==> config.mk <==
export PLATFORM = sky130hd
export DESIGN_NAME = sat_spare_remap
export DESIGN_NICKNAME = d
export VERILOG_FILES = /design/src/rtl/sat_spare_remap.sv
export SDC_FILE = /design/constraint.sdc
export NUM_CORES = 1
export LEC_CHECK = 0
export ABC_CLOCK_PERIOD_IN_PS = 4350
export BUFFER_PORTS_ARGS = -buffer_cell sky130_fd_sc_hd__buf_2
export CORE_MARGIN = 4
export CORE_UTILIZATION = 33
export DETAILED_ROUTE_END_ITERATION = 12
export GPL_TIMING_DRIVEN = 0
export PLACE_DENSITY = 0.52
export SLEW_MARGIN = 20
export SYNTH_ARGS = -nofsm -noshare
export SYNTH_HDL_FRONTEND = slang
export SYNTH_SLANG_ARGS = --single-unit
==> constraint.sdc <==
create_clock -name clk -period 4.35 [get_ports clk]
set_input_delay 0.2175 -clock clk [delete_from_list [all_inputs] [get_ports clk]]
set_output_delay 0.2175 -clock clk [all_outputs]
set_load 0.01 [all_outputs]
==> src/rtl/sat_spare_remap.sv <==
// Logical-to-physical row remapper with spare rows and a refresh-copy handshake.
// Latency: address translation is combinational; table and FIFO updates show the cycle after the edge.
// Backpressure: ref_start is ignored while a copy is in flight; a write collision aborts the copy.
module sat_spare_remap #(
  parameter  int LADDR_W = 3,
  parameter  int NSPARE  = 1,
  localparam int PADDR_W = $clog2((1 << LADDR_W) + NSPARE)
) (
  input  logic               clk,
  input  logic               rst,
  input  logic [LADDR_W-1:0] waddr,
  input  logic               we,
  input  logic [LADDR_W-1:0] raddr,
  input  logic               ref_start,
  input  logic [LADDR_W-1:0] ref_addr,
  input  logic               ref_done,
  output logic [PADDR_W-1:0] waddr_o,
  output logic [PADDR_W-1:0] raddr_o,
  output logic [PADDR_W-1:0] ref_src_o,
  output logic [PADDR_W-1:0] ref_dst_o,
  output logic               ref_busy,
  output logic               ref_commit,
  output logic               ref_abort
);

  localparam int NROWS = 1 << LADDR_W;

  typedef enum logic {IDLE, COPY} state_t;

  state_t             state;
  logic [PADDR_W-1:0] map     [NROWS];
  // Free list: head at index 0; holds NSPARE rows in IDLE, NSPARE-1 in COPY.
  // Popping shifts toward the head, so the tail slot NSPARE-1 is always
  // the vacant one while copying and pushes land there unconditionally.
  logic [PADDR_W-1:0] free_row[NSPARE];
  logic [LADDR_W-1:0] lat_addr;
  logic               collision;

  // Translation reads the live table; during COPY the latched row still
  // holds its old mapping, so reads of it naturally return ref_src_o.
  assign waddr_o = map[waddr];
  assign raddr_o = map[raddr];

  // A write to the row being copied invalidates the copy in flight.
  assign collision = (state == COPY) && we && (waddr == lat_addr);

  // Refresh FSM owning the map table, free list and all registered outputs.
  always_ff @(posedge clk or posedge rst) begin
    if (rst) begin
      state      <= IDLE;
      lat_addr   <= '0;
      ref_src_o  <= '0;
      ref_dst_o  <= '0;
      ref_busy   <= 1'b0;
      ref_commit <= 1'b0;
      ref_abort  <= 1'b0;
      for (int i = 0; i < NROWS; i++) begin
        map[i] <= PADDR_W'(i);
      end
      for (int i = 0; i < NSPARE; i++) begin
        free_row[i] <= PADDR_W'(NROWS + i);
      end
    end else begin
      ref_commit <= 1'b0;
      ref_abort  <= 1'b0;
      case (state)
        IDLE: begin
          if (ref_start) begin
            lat_addr  <= ref_addr;
            ref_src_o <= map[ref_addr];
            ref_dst_o <= free_row[0];
            for (int i = 0; i < NSPARE - 1; i++) begin
              free_row[i] <= free_row[i+1];
            end
            ref_busy  <= 1'b1;
            state     <= COPY;
          end
        end
        COPY: begin
          if (collision) begin
            // Abort wins over a simultaneous ref_done: the spare goes back unused.
            free_row[NSPARE-1] <= ref_dst_o;
            ref_abort          <= 1'b1;
            ref_busy           <= 1'b0;
            state              <= IDLE;
          end else if (ref_done) begin
            map[lat_addr]      <= ref_dst_o;
            free_row[NSPARE-1] <= ref_src_o;
            ref_commit         <= 1'b1;
            ref_busy           <= 1'b0;
            state              <= IDLE;
          end
        end
        default: state <= IDLE;
      endcase
    end
  end

endmodule

; After elaboration in Yosys (flattened, before gate mapping)
; Cells that the tools add are included.
[word_totals]
input_bits = 14
regBits = 51
output_inout_bits = 19
[classes]
n_eq_ne = 3
n_lt_le_gt_ge = 5
bitwise = 6
mux = 27
reduce_logical = 8
[op_table]
columns = op, n
row1 = 4-bit binary-select mux with 3-bit select, 3
row2 = 4-bit two-way mux, 9
row3 = 32-bit bitwise mux, 1
row4 = "4-bit >= comparator, second input constant", 4
row5 = 3-bit NOT with 4-bit output, 4
row6 = 4-bit demux with 3-bit select, 1
row7 = 1-bit two-way mux, 11
row8 = 2-bit AND reduction, 3
row9 = "4-bit by 1-bit less-than comparator with 1-bit output, second input constant", 1
row10 = 1-bit case mux with 2 select lines, 2
row11 = 3-bit == test, 1
row12 = 1-bit logical AND, 3
row13 = "3-bit by 2-bit != test with 1-bit output, second input constant", 1
row14 = 3-bit AND reduction, 1
row15 = "2-bit != test, second input constant", 1
row16 = 1-bit NOT, 2
row17 = 2-bit nonzero test, 1

; Longest topological paths before layout
; Gate-level depths: netlist of run 1.
[depth]
ltp_word = 6
depth_mapped = 7

; Worst setup path before layout of run 1
; Ideal clock, no wire load.
[synth_timing]
path_type = register -> register
from = register lat_addr[2]
to = register map[28] (netlist bit)
arrival_ns = 1.631
n_path_buf = 2
synth_period_minus_slack_ns = 1.756
path_stages_with_launch = 7
setup_time_ns = 0.125
required_time_ns = 4.225
setup_slack_ns = 2.594
cell_sequence = dfrtp_1 buf_2 xor2_1 nor4_1 buf_4 or3_4 mux2_2
[synth_between]
elab_chain_cells = 6
[synth_lines]
columns = element, line_no
row1 = start: declaration, 36  ; logic [LADDR_W-1:0] lat_addr;
row2 = start signal: assignment, 69  ; lat_addr <= ref_addr;
row3 = 3-bit NOT with 4-bit output (implied by the code), 87  ; map[lat_addr] <= ref_dst_o;
row4 = 4-bit >= comparator (implied by the code) or 4-bit by 1-bit less-than comparator with 1-bit output (tied branches), 87
row5 = 1-bit logical AND (implied by the code), 87
row6 = 4-bit two-way mux (implied by the code), 87
row7 = 4-bit demux with 3-bit select, 87
row8 = 32-bit bitwise mux, 87
row9 = end signal: indexed assignment, 58  ; map[i] <= PADDR_W'(i);
row10 = end signal: indexed assignment, 87
row11 = end: declaration, 31  ; logic [PADDR_W-1:0] map [NROWS];
; Several ways; a longest one is shown, not always the timed one.
; A chain may end at the register's enable or synchronous reset.

; Final worst setup path of run 1
[layout_timing]
from = register state
to = register map[20] (netlist bit)
[layout_between]
elab_chain_cells = 4
[layout_lines]
columns = element, line_no
row1 = start: declaration, 30  ; state_t state;
row2 = start signal: assignment, 50  ; state <= IDLE;
row3 = start signal: assignment, 76  ; state <= COPY;
row4 = start signal: assignment, 85  ; state <= IDLE;
row5 = 1-bit logical AND (2 in series), 45  ; assign collision = (state == COPY) && we && (waddr == lat_addr);
row6 = 1-bit NOT (no source line), n/a
row7 = 3-bit AND reduction (no source line) (*), n/a
; Every way passes the cells marked *; elsewhere a longest branch is shown, timed or not.

==> flow_metrics.tcl, run 1 <==
set metrics [dict create \
    criticalPathCategory "reg -> reg" \
    synth_warnings 0 \
    max_freq_mhz 470 \
    post-dp-hpwl_mm 4.54 \
    postCtsSetupBuffers 0 \
    cap_violations 0 \
    cts_buffer_depth 2 \
    port_buffers 25 \
    cts_root_buf "clkbuf_8" \
    htree_levels 2 \
    finalInstanceArea_um2 3180 \
    fillers 776 \
    synthDistinctLibCells 27 \
    hold_violations 10 \
    clock-sinks 51 \
    violations "negative hold slack" \
    wl_per_cell_um 19.5 \
    setup_viol 0 \
    grt_first_pass_wirelength_mm 10.1 \
    die_w_um 100 \
    drtAntennaViolNets 0 \
    synth_area_um2 2790 \
    initial_core_util 0.340 \
    netlist_instances 190 \
    p_leak_nw 1.41 \
    crit_path_max_fanout 9 \
    track_usage 0.137 \
    grt_overflow_total 0 \
    clk_pin_slew_ns 0.09 \
    die_h_um 100 \
    fin_setup_tns_ns 0 \
    gp_congestion 0.735 \
    cts_tree "yes" \
    slowest_delay_ns 0.66 \
    syn_avg_cell_area_um2 14.7 \
    end_kind "flip-flop" \
    io_pins 33 \
    final_net_count 237 \
    worstPathRequired_ns 4.53 \
    num_antenna_cells 0 \
    p_per_area_nw_per_um2 336 \
    antenna_found_initial 0 \
    final_common_cell "mux2_2" \
    rsz0062_at_grt "no" \
    seq_area_frac_synth 0.463 \
    grt_pass1_vias 1777 \
    dpl_cell_area_um2 3080 \
    routed_via_density 5.15 \
    worst_setup_path_start_kind "flip-flop" \
    numCtsBuffers 5 \
    final_layout_size_suffix_gt1_frac 0.580 \
    status "finished, violations left" \
    finalCritPeriodShare 0.489 \
    cp_slowest_cell "nor3_1" \
    reg2regPathDepth 5 \
    syn-num-nets 204 \
    fin_crit_ns 2.13 \
    vias 1695 \
    tightest_slew_ns 0.774 \
    dr.pass1.iters 2 \
    grt_max_degree 29 \
    die_area_um2 9990 \
    crit_path_cell_trace "and2_1 -> clkbuf_2 -> nand3b_1 -> nor3_1 -> mux2_2" \
    drv_slew 0 \
    hold_path_class "in -> async" \
    drc 0 \
    timing.slew.headroom 0.480 \
    insertion_delay_ns 0.31 \
    final_cell_mix "mux2_2 (47), dfrtp_1 (38), buf_2 (29)" \
    area_delta_synth_final_pct 14.0 \
    ctsHoldBuffers 0 \
    skew_ns 0.0140 \
    drt-total-wl_mm 6.41 \
    coreArea_um2 8220 \
    hold_ws_ns -0.0160 \
    max-vdd-ir-drop_mv 0.125 \
    cts_repair_resize_count 0 \
    postSynthRegisterBits 51 \
    drt-initial-drc-count 44 \
    crit_arrival_ns 2.31 \
    row_count 33 \
]
metal layers:
layer  wire length (µm)  track usage  part of all wire
met1               2820        0.178              0.44
met5                  0            0                 0
met2               3320        0.232              0.52
met4                116       0.0446             0.018
met3                153       0.0243             0.024
synth_stat cells:
cell type,instances,area [µm²]
and2_1,1,6.26
buf_2,4,20.0
buf_4,2,15.0
clkbuf_1,11,41.3
clkbuf_2,1,5.00
dfrtp_1,38,951
dfstp_2,13,342
inv_1,2,7.51
mux2_2,47,529
mux2i_1,8,80.1
mux4_2,24,541
nand2_1,11,41.3
nand2b_1,1,6.26
nand3_1,1,5.00
nand3b_1,1,7.51
nor2_1,2,7.51
nor3_1,2,10.0
nor3_2,1,10.0
nor3b_2,3,37.5
nor4_1,1,6.26
nor4b_4,1,23.8
o21ai_0,8,40.0
o31ai_1,1,7.51
or3_1,1,6.26
or3_4,1,11.3
or4_1,1,7.51
xor2_1,3,26.3
flip-flops by register name, summed over array words and instances, names as in the netlist:
| signal | count |
|---|---|
| ref_src_o | 4 |
| free_row | 4 |
| ref_abort | 1 |
| lat_addr | 3 |
| ref_commit | 1 |
| ref_busy | 1 |
| map | 32 |
| ref_dst_o | 4 |
| state | 1 |
report_power, final:
| part | switching [mW] | leakage (nW) | internal (mW) | total, mW |
|---|---|---|---|---|
| clock | 0.154 | 0.0524 | 0.172 | 0.327 |
| combinational | 0.121 | 0.705 | 0.0944 | 0.215 |
| sequential | 0.0268 | 0.652 | 0.501 | 0.527 |
| total | 0.302 | 1.41 | 0.767 | 1.07 |
cell type report:
class | instances | area [µm²] | share of cell area
Tap cell | 105 | 131 | 0.0413
Inverter | 2 | 7.51 | 0.00236
Clock inverter | 1 | 30.0 | 0.00944
Timing Repair Buffer | 26 | 153 | 0.0480
Multi-Input combinational cell | 119 | 1410 | 0.443
Buffer | 18 | 81.3 | 0.0256
Sequential cell | 51 | 1290 | 0.406
Clock buffer | 7 | 76.3 | 0.0240
cell families after synthesis:
logic type,share of synthesized area
AND/OR/NAND/NOR,0.0668
buffers and inverters,0.0318
XOR/XNOR,0.00941
AO/OA/AOI/OAI,0.0170
multiplexers,0.412
flip-flops,0.463
through the flow:
stage | setup slack [ns] | cells | utilization | hold slack (ns) | power (mW)
floorplan | 2.59 | 190 | - | 0.346 | 0.690
global placement | 2.17 | 320 | 0.371 | 0.483 | 0.750
detailed placement | 2.21 | 321 | 0.374 | 0.342 | 0.755
CTS | 2.18 | 329 | 0.387 | 0.00709 | 1.08
global route | 2.01 | 329 | 0.387 | 0.0447 | 1.12
finish | 2.22 | 329 | 0.387 | -0.0160 | 1.07
critical path: cells and delay by family (launching register included):
| kind | cells | cell delay, ns |
|---|---|---|
| buffers and inverters | 1 | 0.25 |
| DFF | 1 | 0.39 |
| muxes | 1 | 0.41 |
| and+or+nand+nor | 3 | 0.95 |
worst paths after layout:
kind                                         start                        to  slack, ns
hold reg to reg            free_row[1]$_DFFE_PP0P_  ref_dst_o[1]$_DFFE_PP0P_       0.52
min in group clk                          ref_done      ref_commit$_DFF_PP0_       0.17
max in group asynchronous                      rst        map[0]$_DFFE_PP1P_       3.73
setup / recovery                   state$_DFF_PP0_       map[20]$_DFFE_PP0P_       2.22
setup reg to reg                   state$_DFF_PP0_       map[20]$_DFFE_PP0P_       2.22
hold / removal                                 rst  ref_dst_o[0]$_DFFE_PP0P_      -0.02
Note: power is estimated with default switching activity, not from simulation.
==> inputs of run 2 (changes only) <==
ABC_AREA = 1   (was unset)
ABC_CLOCK_PERIOD_IN_PS = 2200   (was 4350)
clock period = 2.2 ns   (was 4.35 ns; I/O delays follow)
==> flow_metrics.tcl, run 2 <==
set metrics [dict create \
    grt_overflow_total 0 \
    reg2regPathDepth 5 \
    port_buffers 29 \
    synthTopCellsByCount "nand2_1 (128), o21ai_0 (68), dfrtp_1 (38), nor2_1 (37), nand4_1 (32)" \
    timing.slew.headroom 0.512 \
    routed_via_density 5.24 \
    cap_violations 0 \
    syn-num-nets 453 \
    crit_path_cell_trace "inv_1 -> a21oi_1 -> o21ai_0 -> o21ai_0 -> nand2_1 -> nand2_1 -> buf_2" \
    drt-total-wl_mm 10.0 \
    cp_slowest_cell "dfstp_2" \
    worst_setup_path_start_kind "flip-flop" \
    grt_first_pass_wirelength_mm 16.6 \
    hold_path_class "in -> reg" \
    synth_area_um2 3090 \
    hold_violations 0 \
    final_cell_mix "nand2_1 (128), o21ai_0 (68), dfrtp_1 (38)" \
    crit_path_max_fanout 3 \
    area_delta_synth_final_pct 13.2 \
    end_kind "output pin" \
    initial_core_util 0.336 \
    p_per_area_nw_per_um2 1230 \
    worstHoldStart "ref_start" \
    dr.pass1.iters 5 \
    cts_repair_resize_count 0 \
    synthDistinctLibCells 22 \
    cts_tree "yes" \
    worstPathRequired_ns 2.09 \
    clk_pin_slew_ns 0.11 \
    async_reset_ff_frac 1.00 \
    crit_family "flip-flops" \
    netlist.area_leader.share 0.308 \
    dpl_cell_area_um2 3380 \
    slowest_delay_ns 0.55 \
    final_common_cell "nand2_1" \
    timing.rr.start "lat_addr[2]$_DFFE_PP0P_" \
    syn_avg_cell_area_um2 7.04 \
    row_count 35 \
    final_layout_size_suffix_gt1_frac 0.161 \
    wl_per_cell_um 17.0 \
    synthTopCellsByArea "dfrtp_1 (31%), nand2_1 (16%), dfstp_2 (11%)" \
    grt_max_degree 52 \
    path_depth 7 \
    cts_root_buf "clkbuf_8" \
    die_w_um 105 \
    fin_setup_tns_ns 0 \
    max-vdd-ir-drop_mv 0.674 \
    fin_util 0.380 \
    numCtsBuffers 5 \
    crit_arrival_ns 1.54 \
    p_leak_nw 1.70 \
    fin_crit_ns 1.65 \
    die_area_um2 11000 \
    vias 3080 \
    synth-edff-count 0 \
    crit_buf_inv 2 \
    tightest_slew_ns 0.726 \
    finalInstanceArea_um2 3500 \
    cts_buffer_depth 2 \
    max_freq_mhz 605 \
    yosysTopAreaCell "dfrtp_1" \
    largest_reg_flops 32 \
    top_register "map" \
    htree_levels 2 \
    p_total_mw 4.29 \
    post-dp-hpwl_mm 7.51 \
    track_usage 0.189 \
    insertion_delay_ns 0.32 \
    postSynthRegisterBits 51 \
    gp_congestion 0.866 \
    whs_path_depth 3 \
    clock-sinks 51 \
    coreArea_um2 9200 \
    status "completed" \
    num_antenna_cells 0 \
    grt_pass1_vias 3080 \
    seq_area_frac_synth 0.418 \
    setup_viol 0 \
    worstSetupStartpoint "map[10]$_DFFE_PP1P_" \
    drc 0 \
    drt-initial-drc-count 168 \
    rsz0062_at_grt "no" \
    synth_warnings 0 \
    drv_slew 0 \
    antenna_found_initial 0 \
    ys.flop_type "dfrtp_1" \
    netlist_instances 439 \
    io_pins 33 \
    drtAntennaViolNets 0 \
    skew_ns 0.0141 \
    yosysMostFrequentCell "nand2_1" \
    finalCritPeriodShare 0.751 \
    final_net_count 490 \
    criticalPathCategory "reg -> out" \
    die_h_um 105 \
]
-- run 2: cell count changes in the layout (fill, tap and decap cells not counted), sizes merged, moves of 5 or more --
| cell | delta |
|---|---|
| nand3 | +20 |
| buf | +6 |
| nand2 | +119 |
| mux4 | -24 |
| o21ai | +60 |
| nor3 | +5 |
| nand4 | +32 |
| a21oi | +26 |
| inv | +28 |
| nor2 | +37 |
| mux2i | -8 |
| mux2 | -47 |
-- run 2: path summary, 6_finish.rpt --
| path | endpoint | slack (ns) |
|---|---|---|
| setup / recovery | waddr_o[2] | 0.55 |
| hold / removal | state$_DFF_PP0_ | 0.04 |
| setup reg to reg | map[9]$_DFFE_PP0P_ | 0.61 |
| hold reg to reg | map[8]$_DFFE_PP1P_ | 0.47 |
| max in group asynchronous | ref_commit$_DFF_PP0_ | 1.33 |
| min in group asynchronous | ref_abort$_DFF_PP0_ | 0.44 |
-- run 2: power breakdown --
part,total (mW),switching (mW),internal (mW)
Sequential,1.87,0.418,1.45
Combinational,1.74,1.17,0.570
Clock,0.678,0.339,0.340
Total,4.29,1.93,2.36
-- run 2: area by class of cell --
class                      count  area, µm²
fill                         996       5700
multi-input combinational    329       1540
sequential                    51       1290
timing repair buffer          30        155
tap                          111        139
buffer                        27        134
inverter                      32        123
clock buffer                   5       68.8
clock inverter                 3       43.8
-- run 2: logic make-up (layout without fill, tap and decap cells) --
logic type | count (synthesis) | count (layout) | synth area share
AOI/OAI and AO/OA | 97 | 97 | 0.160
buffers and inverters | 59 | 97 | 0.0822
DFF | 51 | 51 | 0.418
and+or+nand+nor | 232 | 232 | 0.340
-- run 2: per-stage QoR --
step / hold slack [ns] / cells / setup slack (ns)
floorplan: 0.248 / 439 / 0.882
global placement: 0.360 / 579 / 0.0832
detailed placement: 0.261 / 579 / 0.644
CTS: 0.0420 / 588 / 0.527
global route: 0.0581 / 588 / 0.421
finish: 0.0429 / 588 / 0.547
-- run 2: per-layer routing --
layer,up-vias,routed length (µm),GRT usage
met5,-,0,0
met4,0,126,0.0487
met3,8,493,0.0284
met2,92,4630,0.302
met1,1443,4750,0.269
li1,1537,-,-
-- run 2: repair_timing --
item,4_1_cts,5_1_grt
hold buffers,1,0
setup buffers,0,0
endpoints found under the hold margin,38,0
-- run 2: worst reg2reg max path: stages, from the launching register on --
cell and delay [ns]:
dfrtp_1 0.45, inv_2 0.09, nor3_1 0.61, nand3_2 0.21
nand2_1 0.10, nand2_1 0.05
